$ cat src/rtl/sweep_counter.sv
// rtl/sweep_counter.sv - start-triggered up/down sweep counter with one-shot or auto-reload runs
module sweep_counter #(
  parameter int WIDTH  = 17,
  parameter int STEP_W = 4
) (
  input  logic              clk,
  input  logic              resetn,
  input  logic              start,
  input  logic              stop,
  input  logic              enable,
  input  logic              mode_cont,
  input  logic              dir_down,
  input  logic [WIDTH-1:0]  limit,
  input  logic [STEP_W-1:0] step,
  output logic              counting,
  output logic [WIDTH-1:0]  result,
  output logic              done,
  output logic              wrap,
  output logic              last
);

  typedef enum logic {IDLE = 1'b0, RUN = 1'b1} state_t;

  localparam logic [WIDTH-1:0]  ONE      = WIDTH'(1);
  localparam logic [STEP_W-1:0] STEP_ONE = STEP_W'(1);

  state_t            state_q, state_d;
  logic [WIDTH-1:0]  result_q, result_d;
  logic [WIDTH-1:0]  limit_q, limit_d;
  logic [STEP_W-1:0] step_q, step_d;
  logic              mode_q, mode_d;
  logic              dir_q, dir_d;
  logic              done_q, done_d;
  logic              wrap_q, wrap_d;

  logic [WIDTH:0]    step_ext;
  logic [WIDTH:0]    up_sum;
  logic [WIDTH-1:0]  step_w;
  logic [WIDTH-1:0]  start_val;
  logic [WIDTH-1:0]  reload_val;
  logic              terminal;

  // The up-count sum keeps a carry bit so a large step near the top of the range cannot wrap.
  assign step_ext   = {{(WIDTH + 1 - STEP_W){1'b0}}, step_q};
  assign step_w     = step_ext[WIDTH-1:0];
  assign up_sum     = {1'b0, result_q} + step_ext;
  assign terminal   = dir_q ? ({1'b0, result_q} < step_ext) : (up_sum >= {1'b0, limit_q});
  assign start_val  = dir_down ? (limit - ONE) : '0;
  assign reload_val = dir_q ? (limit_q - ONE) : '0;

  always_comb begin
    state_d  = state_q;
    result_d = result_q;
    limit_d  = limit_q;
    step_d   = step_q;
    mode_d   = mode_q;
    dir_d    = dir_q;
    done_d   = 1'b0;
    wrap_d   = 1'b0;

    if (state_q == RUN && stop) begin
      state_d  = IDLE;
      result_d = '0;
    end else if (start) begin
      limit_d = limit;
      step_d  = (step == '0) ? STEP_ONE : step;
      mode_d  = mode_cont;
      dir_d   = dir_down;
      if (limit == '0) begin
        state_d  = IDLE;
        result_d = '0;
        done_d   = 1'b1;
      end else begin
        state_d  = RUN;
        result_d = start_val;
      end
    end else if (state_q == RUN && enable) begin
      if (terminal) begin
        if (mode_q) begin
          result_d = reload_val;
          wrap_d   = 1'b1;
        end else begin
          state_d  = IDLE;
          result_d = '0;
          done_d   = 1'b1;
        end
      end else begin
        result_d = dir_q ? (result_q - step_w) : (result_q + step_w);
      end
    end
  end

  always_ff @(posedge clk or negedge resetn) begin
    if (!resetn) begin
      state_q  <= IDLE;
      result_q <= '0;
      limit_q  <= '0;
      step_q   <= '0;
      mode_q   <= 1'b0;
      dir_q    <= 1'b0;
      done_q   <= 1'b0;
      wrap_q   <= 1'b0;
    end else begin
      state_q  <= state_d;
      result_q <= result_d;
      limit_q  <= limit_d;
      step_q   <= step_d;
      mode_q   <= mode_d;
      dir_q    <= dir_d;
      done_q   <= done_d;
      wrap_q   <= wrap_d;
    end
  end

  assign counting = (state_q == RUN);
  assign result   = result_q;
  assign done     = done_q;
  assign wrap     = wrap_q;
  assign last     = (state_q == RUN) && terminal;

endmodule

$ cat config.mk
export PLATFORM = sky130hd
export DESIGN_NAME = sweep_counter
export DESIGN_NICKNAME = d
export VERILOG_FILES = /design/src/rtl/sweep_counter.sv
export SDC_FILE = /design/constraint.sdc
export NUM_CORES = 1
export LEC_CHECK = 0
export CAP_MARGIN = 40
export CORE_AREA = 2 2 87 98
export DETAILED_ROUTE_END_ITERATION = 8
export DIE_AREA = 0 0 89 100
export GPL_ROUTABILITY_DRIVEN = 0
export PLACE_DENSITY = 0.75
export SYNTH_ARGS = -nofsm -noshare
export SYNTH_HDL_FRONTEND = slang
export SYNTH_SLANG_ARGS = --single-unit
$ cat constraint.sdc
create_clock -name clk -period 3.74 [get_ports clk]
set_input_delay 0.935 -clock clk [delete_from_list [all_inputs] [get_ports clk]]
set_output_delay 0.935 -clock clk [all_outputs]
set_load 0.05 [all_outputs]
==> qor.csv <==
metric,value,unit
path_buf_inv,3,
dr.pass1.iters,5,
async_reset_ff_share,100,%
power.switching,0.796,mW
ant_nets,0,
crit_required,2.80,ns
grt_max_degree,48,
leakagePower,2.24,nW
fmax,223,MHz
die_h,100,µm
drc,0,
p_sw_share,41.5,%
cp_max_fo,5,
hpwl,9170,µm
hp-class,primary input to async pin,
rr_endpoint,result[5],
hold_viol,0,
min_period,4.47,ns
crit_slowest_cell,o41a_1,
pwr-share-clk,15.9,%
grt_pass1_vias,3928,
num_rows,35,
status,"finished, violations left",
io_pins,49,
layout_common_cells,"58 x buf_4, 46 x clkdlybuf4s50_1, 45 x nand2_1, 39 x dfrtp_1, 38 x xnor2_1",
initial_core_util,48.0,%
seqPwrFrac,30.1,%
violations,setup timing,
ys_seq_area_share,27.8,%
powerDensity,369,nW/µm²
yosys_warnings,0,
grt_usage,28.0,%
p_comb_share,54.0,%
nets,615,
syn_nets,515,
tightest_slew,0.680,ns
rsz0062_at_grt,yes,
synthesis.area,3870,µm²
cp-start-kind,flop,
cts_buffers,5,
crit_chain,"ha_4, inv_2, fa_2, o21bai_1, a21oi_2, nor2_2, buf_4, nand2_4, xnor2_2, ha_1, and4_1, nand3_2, a31oi_1, o41a_1, o2bb2ai_4, nor2_4, buf_6",
antenna_found_initial,0,
fp.dieArea,8900,µm²
syn_to_final_growth,34.4,%
end_kind,primary output,
max_stage_delay,0.46,ns
setup_slack,-0.735,ns
port_buffers,48,
cts_hold_buf,0,
reg2reg_depth,26,
ys_types,73,
post-route-period-util,120,%
die_w,89,µm
insertion_delay,0.31,ns
htreeDepth,2,
setup_viol,21,
worstSetupPathType,flop to primary output,
r2r_slack,-0.70,ns
synth_edf_count,0,
multi_input_area,2700,µm²
ctsRootBufferMaster,clkbuf_8,
cp.arrival,3.54,ns
dp.cells,647,
syn-instance-count,458,
regArea,1080,µm²
n_antenna_cell,0,
drive_gt1_share,24.0,%
grt_pass1_wl,18900,µm
grt.overflow.total,0,
ys.flop_type,dfrtp_1,
avgViaCountPerCell,5.97,
coreArea,8060,µm²
cap_viol_max_count,0,
fin_skew,0.0102,ns
path_delay_family,compound AO/OA/AOI/OAI gates,
fillers,673,
wire_per_inst,18.7,µm
r2r-start,result[0],
syn_avg_cell_area,8.45,µm²
finalMaxSlewViolations,0,
cts.sinks,43,
routed_wl,12500,µm
intPower,1.12,mW
stdcell_count,669,
ys_ff_latch,43,
drt_iter0_markers,388,
final_common_cell,buf_4,
slew_headroom,54.4,%
cts.path.max_buffers,2,
cts_tree,built,
vdd_drop_max,0.208,mV
vias,3992,
clk_pin_slew,0.09,ns
final_util,64.6,%
[power groups by stage]
stage | clock [mW] | sequential, mW | combinational (mW)
after floorplan | 0 | 0.650 | 0.498
after global placement | 0 | 0.582 | 0.854
after detailed placement | 0 | 0.585 | 0.874
after CTS | 0.302 | 0.576 | 0.902
after global routing | 0.324 | 0.586 | 1.11
final | 0.305 | 0.578 | 1.04
[layer usage]
layer | wire [µm] | GRT usage, % | vias to the layer above
met1 | 4820 | 33.6 | 1879
met3 | 918 | 3.95 | 55
met2 | 6050 | 47.5 | 228
met5 | 0 | 0 | -
met4 | 736 | 15.6 | 0
li1 | - | - | 1830
[registers in the layout, summed over array words and instances (netlist names)]
register  cells
limit_q      17
result       17
step_q        4
counting      1
dir_q         1
done          1
mode_q        1
wrap          1
[per-stage QoR]
stage	instance area (µm²)	setup WS (ns)	total power [mW]	TNS [ns]	hold slack (ns)
after floorplan	3920	-0.412	1.15	-0.412	0.537
after global placement	4810	-0.293	1.44	-0.293	0.580
after detailed placement	4830	-0.419	1.46	-1.03	0.590
after CTS	4960	-0.673	1.78	-0.682	0.490
after global routing	5200	-0.887	2.02	-15.60	0.475
final	5200	-0.735	1.92	-12.21	0.470
[final cells by class]
type / count / share of cell area, %
tap: 111 / 2.67
clock buffer: 7 / 1.47
multi-input combinational: 357 / 52.0
inverter: 34 / 2.45
timing repair buffer: 117 / 20.7
sequential: 43 / 20.8
[worst max-delay path by stage]
| stage | from | endpoint | slack [ns] | depth (start not counted) |
|---|---|---|---|---|
| 3_5_place_dp | step_q[1] | last | -0.42 | 15 |
| 5_1_grt | step_q[0] | result[5] | -0.89 | 26 |
| 2_1_floorplan | result[0] | last | -0.41 | 16 |
| 4_1_cts | result[0] | last | -0.67 | 16 |
| 3_3_place_gp | step_q[0] | last | -0.29 | 16 |
| 6_report | result[0] | last | -0.73 | 17 |
[cell usage after synthesis (4+ instances only)]
master	instances	area [µm²]
a21o_1	4	30.0
a21oi_1	9	45.0
a221oi_1	4	35.0
a222oi_1	4	40.0
a22oi_1	5	37.5
a31oi_1	4	25.0
a32oi_1	4	35.0
and2_1	4	25.0
and4_1	5	43.8
buf_2	8	40.0
clkbuf_1	11	41.3
dfrtp_1	43	1080
ha_1	27	338
inv_1	34	128
mux2i_1	4	40.0
nand2_1	47	176
nand3_1	13	65.1
nand4_1	5	31.3
nor2_1	36	135
nor2b_1	4	25.0
nor3_1	15	75.1
nor4_1	6	37.5
o21ai_0	36	180
or4_1	4	30.0
xnor2_1	39	342
xor2_1	18	158
[cells by family after synthesis]
family,share of synthesized area (%)
DFF,27.8
muxes,1.33
AOI/OAI and AO/OA,19.4
and+or+nand+nor,22.4
buffers and inverters,6.40
adders and majority gates,9.76
xor gates and xnor gates,12.9
[repair_timing]
item,CTS,global route
gates resized for setup,17,33
buffers inserted,3,13
endpoints found under the setup margin,14,20
pin swaps,13,15
endpoints found under the hold margin,0,0
(Power assumes the default switching activity.)
